[src/rtl/act_dealloc_engine_pkg.sv]
// Shared ACT types for the dealloc walker: entry layout, table geometry and FSM states.
// ACT_DEALLOC_SCRUB_EN selects whether a freed entry is zeroed or only invalidated.
package act_dealloc_engine_pkg;

  localparam int BLOCK_COUNT      = 16;
  localparam int BLOCK_COUNT_BITS = $clog2(BLOCK_COUNT);
  localparam int RID_BITS         = 8;
  localparam int OWNER_BITS       = 4;
  localparam int MASK_BITS        = 16;

  typedef struct packed {
    logic                  valid;
    logic [MASK_BITS-1:0]  read_mask;
    logic [MASK_BITS-1:0]  write_mask;
    logic [OWNER_BITS-1:0] owner;
    logic [RID_BITS-1:0]   reservation_id;
  } entry_t;

  typedef enum logic [2:0] {
    ST_IDLE,
    ST_WAIT_BSY,
    ST_RD,
    ST_CHK,
    ST_FIN
  } dealloc_state_t;

  // Without scrubbing, masks/owner/rid survive so a debugger can see what was released.
  function automatic entry_t freed_entry(input entry_t e);
    entry_t f;
`ifdef ACT_DEALLOC_SCRUB_EN
    f = '0;
`else
    f       = e;
    f.valid = 1'b0;
`endif
    return f;
  endfunction

endpackage

[src/rtl/act_dealloc_engine.sv]
// Walks every ACT entry on the act_mem dealloc port, freeing entries that match the
// requested rid and owner. Freed-entry format depends on ACT_DEALLOC_SCRUB_EN.
module act_dealloc_engine
  import act_dealloc_engine_pkg::*;
#(
  parameter int BLOCK_COUNT      = act_dealloc_engine_pkg::BLOCK_COUNT,
  parameter int BLOCK_COUNT_BITS = act_dealloc_engine_pkg::BLOCK_COUNT_BITS
) (
  input  logic                        clk,
  input  logic                        rst_n,
  input  logic                        req_valid,
  output logic                        req_ready,
  input  logic [RID_BITS-1:0]         req_rid,
  input  logic [OWNER_BITS-1:0]       req_owner,
  output logic                        done,
  output logic [BLOCK_COUNT_BITS:0]   freed_count,
  output logic                        perm_err,
  output logic                        act_cs,
  output logic                        act_malloc_dealloc,
  output logic                        act_dealloc_we,
  output logic [BLOCK_COUNT_BITS-1:0] act_dealloc_addr,
  output entry_t                      act_dealloc_wdata,
  input  entry_t                      act_dealloc_rdata,
  input  logic                        act_bsy
);

  localparam logic [BLOCK_COUNT_BITS-1:0] LAST_ADDR = BLOCK_COUNT_BITS'(BLOCK_COUNT - 1);

  dealloc_state_t              state;
  logic [RID_BITS-1:0]         rid_q;
  logic [OWNER_BITS-1:0]       owner_q;
  logic [BLOCK_COUNT_BITS:0]   cnt_acc;
  logic                        err_acc;

  logic                        rid_match;
  logic                        hit;
  logic                        foreign;
  logic                        abort;
  logic [BLOCK_COUNT_BITS:0]   cnt_next;
  logic                        err_next;

  // Read data only arrives in CHK, so the write decision is made combinationally there.
  assign rid_match = act_dealloc_rdata.valid && (act_dealloc_rdata.reservation_id == rid_q);
  assign hit       = rid_match && (act_dealloc_rdata.owner == owner_q);
  assign foreign   = rid_match && (act_dealloc_rdata.owner != owner_q);
  assign abort     = act_bsy && ((state == ST_RD) || (state == ST_CHK));
  assign cnt_next  = cnt_acc + (BLOCK_COUNT_BITS + 1)'(hit);
  assign err_next  = err_acc | foreign;

  assign act_dealloc_we    = (state == ST_CHK) && hit && !act_bsy;
  assign act_dealloc_wdata = act_dealloc_we ? freed_entry(act_dealloc_rdata) : '0;

  always_ff @(posedge clk or negedge rst_n) begin
    if (!rst_n) begin
      state              <= ST_IDLE;
      req_ready          <= 1'b1;
      done               <= 1'b0;
      freed_count        <= '0;
      perm_err           <= 1'b0;
      act_cs             <= 1'b0;
      act_malloc_dealloc <= 1'b0;
      act_dealloc_addr   <= '0;
      rid_q              <= '0;
      owner_q            <= '0;
      cnt_acc            <= '0;
      err_acc            <= 1'b0;
    end else begin
      done <= 1'b0;
      if (abort) begin
        // Table re-initialising under us: report what was freed so far as a failed request.
        state              <= ST_FIN;
        act_cs             <= 1'b0;
        act_malloc_dealloc <= 1'b0;
        done               <= 1'b1;
        freed_count        <= cnt_acc;
        perm_err           <= 1'b1;
      end else begin
        unique case (state)
          ST_IDLE: begin
            if (req_valid) begin
              rid_q            <= req_rid;
              owner_q          <= req_owner;
              cnt_acc          <= '0;
              err_acc          <= 1'b0;
              act_dealloc_addr <= '0;
              req_ready        <= 1'b0;
              if (act_bsy) begin
                state <= ST_WAIT_BSY;
              end else begin
                state              <= ST_RD;
                act_cs             <= 1'b1;
                act_malloc_dealloc <= 1'b1;
              end
            end
          end
          ST_WAIT_BSY: begin
            if (!act_bsy) begin
              state              <= ST_RD;
              act_cs             <= 1'b1;
              act_malloc_dealloc <= 1'b1;
            end
          end
          ST_RD: state <= ST_CHK;
          ST_CHK: begin
            cnt_acc <= cnt_next;
            err_acc <= err_next;
            if (act_dealloc_addr == LAST_ADDR) begin
              state              <= ST_FIN;
              act_cs             <= 1'b0;
              act_malloc_dealloc <= 1'b0;
              done               <= 1'b1;
              freed_count        <= cnt_next;
              perm_err           <= err_next;
            end else begin
              act_dealloc_addr <= act_dealloc_addr + 1'b1;
              state            <= ST_RD;
            end
          end
          ST_FIN: begin
            state     <= ST_IDLE;
            req_ready <= 1'b1;
          end
          default: begin
            state              <= ST_IDLE;
            req_ready          <= 1'b1;
            act_cs             <= 1'b0;
            act_malloc_dealloc <= 1'b0;
          end
        endcase
      end
    end
  end

endmodule

[config.mk]
export PLATFORM = sky130hd
export DESIGN_NAME = act_dealloc_engine
export DESIGN_NICKNAME = d
export VERILOG_FILES = /design/src/rtl/act_dealloc_engine_pkg.sv /design/src/rtl/act_dealloc_engine.sv
export SDC_FILE = /design/constraint.sdc
export NUM_CORES = 1
export LEC_CHECK = 0
export CORE_MARGIN = 2
export CORE_UTILIZATION = 30
export CTS_CLUSTER_SIZE = 40
export DETAILED_ROUTE_END_ITERATION = 7
export PLACE_DENSITY = 0.63
export REMOVE_ABC_BUFFERS = 1
export SLEW_MARGIN = 0
export SYNTH_ARGS = -nofsm -noshare
export SYNTH_HDL_FRONTEND = slang
export SYNTH_SLANG_ARGS = --single-unit
[constraint.sdc]
create_clock -name clk -period 3.14 [get_ports clk]
set_input_delay 0.628 -clock clk [delete_from_list [all_inputs] [get_ports clk]]
set_output_delay 0.628 -clock clk [all_outputs]
set_load 0.02 [all_outputs]
# ---- Word level (Yosys, flattened, before mapping)
# Index checks and enable logic that the tools add are counted.
dict set report totals {
  ff_bits 35
  in_bits 61
  output_inout_bits 60
}
dict set report classes {
  addsub 2
  eq_ne 14
  n_mux 33
  n_bitwise 3
  n_reduce_logical 21
}
# cell n
set op_table {}
lappend op_table {{two-way mux 44 bit} 1}
lappend op_table {{two-way mux 5 bit} 4}
lappend op_table {{two-way mux 1 bit} 14}
lappend op_table {{two-way mux 3 bit} 4}
lappend op_table {{case mux 3 bit (4 select lines)} 1}
lappend op_table {{AND reduction 3 bit} 4}
lappend op_table {{case mux 5 bit (2 select lines)} 1}
lappend op_table {{== test 8 bit} 1}
lappend op_table {{two-way mux 4 bit} 2}
lappend op_table {{case mux 1 bit (4 select lines)} 2}
lappend op_table {{case mux 4 bit (2 select lines)} 1}
lappend op_table {{== test 3 x 2 -> 1 bit (second input constant)} 2}
lappend op_table {{logical AND 1 bit} 6}
lappend op_table {{inequality test 3 bit (second input constant)} 2}
lappend op_table {{nonzero test 2 bit} 3}
lappend op_table {{adder 5 x 1 -> 5 bit} 1}
lappend op_table {{adder 4 x 1 -> 4 bit (second input constant)} 1}
lappend op_table {{== test 4 bit} 1}
lappend op_table {{== test 4 bit (second input constant)} 1}
lappend op_table {{inequality test 2 bit (second input constant)} 2}
lappend op_table {{inequality test 4 bit} 1}
lappend op_table {{case mux 1 bit (2 select lines)} 2}
lappend op_table {{AND reduction 2 bit} 2}
lappend op_table {{AND reduction 4 bit} 1}
lappend op_table {{other kinds (12)} 13}

# ---- Depth between registers and ports, before layout
# Gate-level depths: netlist of the first run.
dict set report logic_depth {
  word_depth 7
  depth_mapped 11
}

# ---- Worst setup path after synthesis of the first run
# OpenSTA, ideal clock, no wires.
dict set report synth_path {
  path_type {input port to output port}
  from {in act_dealloc_rdata[3] (netlist name)}
  to {out act_dealloc_wdata[35] (netlist name)}
  t_arrival_ns 2.129
  required_time_ns 2.512
  setup_slack_ns 0.383
  cell_stages 5
  n_path_buf 1
  cell_sequence {xor2_1 nor4_1 nand4_1 clkbuf_1 nor3_1}
}
# element line_no
set synth_lines {}
lappend synth_lines {{from (decl)} act_dealloc_engine.sv:23} ;# input entry_t act_dealloc_rdata,
lappend synth_lines {{to (decl)} act_dealloc_engine.sv:22} ;# output entry_t act_dealloc_wdata,

==> results of run 1 <==
-- worst paths after layout --
path,from,endpoint,slack [ns],cells past startpoint
min,rid_q[3],rid_q[3],0.50,2
max,act_dealloc_rdata[9],act_dealloc_wdata[41],0.14,8
min in group asynchronous,rst_n,act_dealloc_addr[0],0.75,2
max in group asynchronous,rst_n,req_ready,2.04,2
min reg2reg,rid_q[3],rid_q[3],0.50,2
max reg2reg,rid_q[2],cnt_acc[4],0.64,13
-- repair_timing --
item | CTS | global route
endpoints found under the setup margin | 45 | 46
setup buffers | 2 | 1
gates cloned | 1 | 0
gates resized for setup | 226 | 39
pin swaps | 0 | 1
-- metal layers --
| layer | GRT usage (%) | share of wire [%] | up-vias |
|---|---|---|---|
| li1 | - | - | 1172 |
| met3 | 4.48 | 9.4 | 5 |
| met1 | 22.5 | 44 | 1040 |
| met4 | 2.89 | 0.48 | 0 |
| met2 | 28.5 | 46 | 89 |
| met5 | 0 | 0 | - |
-- layout by cell type, fill, tap and decap left out, types with 2 or more instances in the layout --
cell / instances
sky130_fd_sc_hd__clkdlybuf4s50_1: 71
sky130_fd_sc_hd__inv_1: 48
sky130_fd_sc_hd__nand2_1: 45
sky130_fd_sc_hd__nor3_1: 36
sky130_fd_sc_hd__dfrtp_1: 33
sky130_fd_sc_hd__buf_4: 32
sky130_fd_sc_hd__buf_2: 25
sky130_fd_sc_hd__nor2_1: 13
sky130_fd_sc_hd__nor3_2: 12
sky130_fd_sc_hd__xor2_1: 11
sky130_fd_sc_hd__o21ai_0: 9
sky130_fd_sc_hd__a21oi_1: 7
sky130_fd_sc_hd__mux2i_1: 6
sky130_fd_sc_hd__clkbuf_8: 5
sky130_fd_sc_hd__nand3_1: 4
sky130_fd_sc_hd__a22o_1: 4
sky130_fd_sc_hd__or3_1: 3
sky130_fd_sc_hd__o22ai_1: 3
sky130_fd_sc_hd__dlymetal6s2s_1: 3
sky130_fd_sc_hd__nand3_2: 2
sky130_fd_sc_hd__nand3b_1: 2
sky130_fd_sc_hd__a31oi_1: 2
sky130_fd_sc_hd__a21o_1: 2
sky130_fd_sc_hd__o31ai_1: 2
sky130_fd_sc_hd__nand2b_1: 2
sky130_fd_sc_hd__ha_1: 2
sky130_fd_sc_hd__clkinv_2: 2
sky130_fd_sc_hd__buf_12: 2
-- critical path, cell delays in order --
cell,delay [ns]
sky130_fd_sc_hd__clkdlybuf4s50_1,0.44
sky130_fd_sc_hd__xor2_1,0.16
sky130_fd_sc_hd__nor4_2,0.32
sky130_fd_sc_hd__nand4_1,0.15
sky130_fd_sc_hd__buf_6,0.17
sky130_fd_sc_hd__buf_12,0.16
sky130_fd_sc_hd__nor3_2,0.16
sky130_fd_sc_hd__buf_4,0.18
-- per-stage QoR --
step / worst slack [ns] / util, % / instances
final: 0.138 / 51.8 / 505
after detailed placement: -0.487 / 50.8 / 493
after CTS: -0.00141 / 49.9 / 504
after global routing: 0.00932 / 51.8 / 505
after global placement: -0.481 / 50.8 / 493
after floorplan: -0.406 / - / 266
-- cell families (layout without fill, tap and decap cells) --
logic type,after synthesis,in the layout,share of synthesized area (%)
fa+ha+maj,3,3,1.74
simple gates,130,130,28.5
flops,34,34,39.5
buf+inv,70,191,13.0
mux,6,6,2.78
compound gates,32,32,9.50
xor+xnor,12,12,4.87
other cells,1,1,0.174
-- sequential cells by signal (all words and copies together) (netlist names) --
signal / cells
freed_count: 5
cnt_acc: 5
err_acc: 1
done: 1
state: 3
act_dealloc_addr: 4
perm_err: 1
act_cs: 1
owner_q: 4
rid_q: 8
req_ready: 1
-- power by group through the flow --
stage | Combinational [µW] | Clock (µW) | Sequential, µW
floorplan | 142 | 0 | 578
global placement | 340 | 0 | 560
detailed placement | 343 | 0 | 562
CTS | 347 | 408 | 553
global route | 391 | 430 | 561
finish | 350 | 400 | 553
-- layout make-up --
type / instances / area share [%]
multi-input combinational: 184 / 31.1
inverter: 48 / 5.06
tap: 96 / 3.37
clock buffer: 5 / 1.93
clock inverter: 3 / 1.12
timing repair buffer: 135 / 33.5
sequential: 34 / 23.9
==> flow_summary.json, run 1 <==
{
  "rsz0062_at_grt": "false",
  "die_width_um": 88.8,
  "timing.setup.tns_ns": 0,
  "grt_pass1_vias": 2119,
  "fmaxAchievable_mhz": 333,
  "dp.final_hpwl_mm": 4.84,
  "final-hold-violation-count": 0,
  "area_of_the_multi_input_gates_um2": 1110,
  "finalHoldWorstSlack_ns": 0.498,
  "layout_worst_path_cycle_share_pct": 95.6,
  "clock_tree.htree_level_count": 2,
  "setup_viol_count_final": 0,
  "commonest_cells_post_synth": "sky130_fd_sc_hd__inv_1, sky130_fd_sc_hd__nor3_1, sky130_fd_sc_hd__nand2_1",
  "grt_use_total_pct": 17.0,
  "max_slew_violation_count": 0,
  "power_switching_share_pct": 29.2,
  "hold_path_class": "reg -> reg",
  "synth_top_flop_cell": "sky130_fd_sc_hd__dfrtp_1",
  "dieArea_um2": 7890,
  "yosysTopAreaCell": "sky130_fd_sc_hd__dfrtp_1",
  "post_route_cells_drive_above_1_share_pct": 21.5,
  "route.detailed.wl_per_inst_um": 13.6,
  "detail-route-antenna-nets": 0,
  "cts_made_buffers": 5,
  "worstPathMaxFanout": 23,
  "worst_setup_hold_path_clk_slew_ns": 0.07,
  "startpoint_type": "input pin",
  "worst-endpoint-arrival_ns": 2.37,
  "power_uw": 1300,
  "io_pins": 121,
  "initial_utilization_pct": 31.4,
  "synth.distinct_cells": 40,
  "yosys_warnings": 0,
  "total_switching_power_uw": 381,
  "cp_data_required_time_ns": 2.51,
  "outcome": "finished, final reports clean",
  "p_leak_uw": 0.00179,
  "antenna_violations_before_repair": 0,
  "clockBufferDepth": 2,
  "hold_buffers": 0,
  "die_h_um": 88.8,
  "internal_power_uw": 922,
  "clock_insertion_delay_worst_skew_ns": 0.29,
  "tritoncts": "done",
  "final.min_clock_period_ns": 3.00,
  "share_seq_of_total_power_pct": 42.4,
  "share_of_the_synthesized_area_in_the_top_cell_type_pct": 38.2,
  "peakVddDrop_v": 0.000271,
  "seqCellArea_um2": 852,
  "firstDrtPassIters": 4,
  "number_of_antenna_diodes": 0,
  "route.final.wire_length_mm": 6.85,
  "comb_power_share_pct": 26.9,
  "synth-edff-count": 0,
  "pin_count_of_the_biggest_net_entering_global_routing": 49,
  "ys_ff_latch": 34,
  "timing.max_cap.violations": 0,
  "grt.overflow.total": 0,
  "routed-via-count": 2306,
  "route.detailed.drc": 0,
  "power.share.clock_pct": 30.7,
  "numPortBuffers": 119,
  "viasPerCell": 4.57,
  "nets": 472,
  "synthTopCellsByArea": "sky130_fd_sc_hd__dfrtp_1, sky130_fd_sc_hd__nor3_1, sky130_fd_sc_hd__inv_1",
  "core-area_um2": 6870,
  "grt_pass1_wl_mm": 10.5,
  "worst_setup_path_end_kind": "output port",
  "placement.cell_area_um2": 3490,
  "detail_route.iter0.violations": 49,
  "cts_num_sinks": 34,
  "syn-instance-count": 288,
  "power.density_nw_per_um2": 366,
  "post_synth.cell_area_avg_um2": 7.50,
  "synth_async_sr_flop_share_pct": 100,
  "timing_worst_slew_pin_value_ns": 0.713,
  "gp_congestion": 0.749,
  "synthesis_to_finish_area_growth_pct": 64.8,
  "layout_filler_cell_count": 690,
  "slew_headroom_pct": 52.1,
  "post_synthesis_sequential_area_ratio_pct": 39.5,
  "fin_area_um2": 3560,
  "core.rowCount": 30,
  "timing.setup.critical_path_class": "in -> out",
  "clk_root_buffer_cell": "sky130_fd_sc_hd__clkbuf_8",
  "synth.cell_area_um2": 2160,
  "final.setup_skew_ns": 0.00747
}
No activity file was read; power rests on OpenSTA's default activity.
==> inputs of run 2 (changes only) <==
Settings changed: SLEW_MARGIN 0 to 10.
==> results of run 2 <==
Final layout, timing and power as in run 1 (identical DEF).
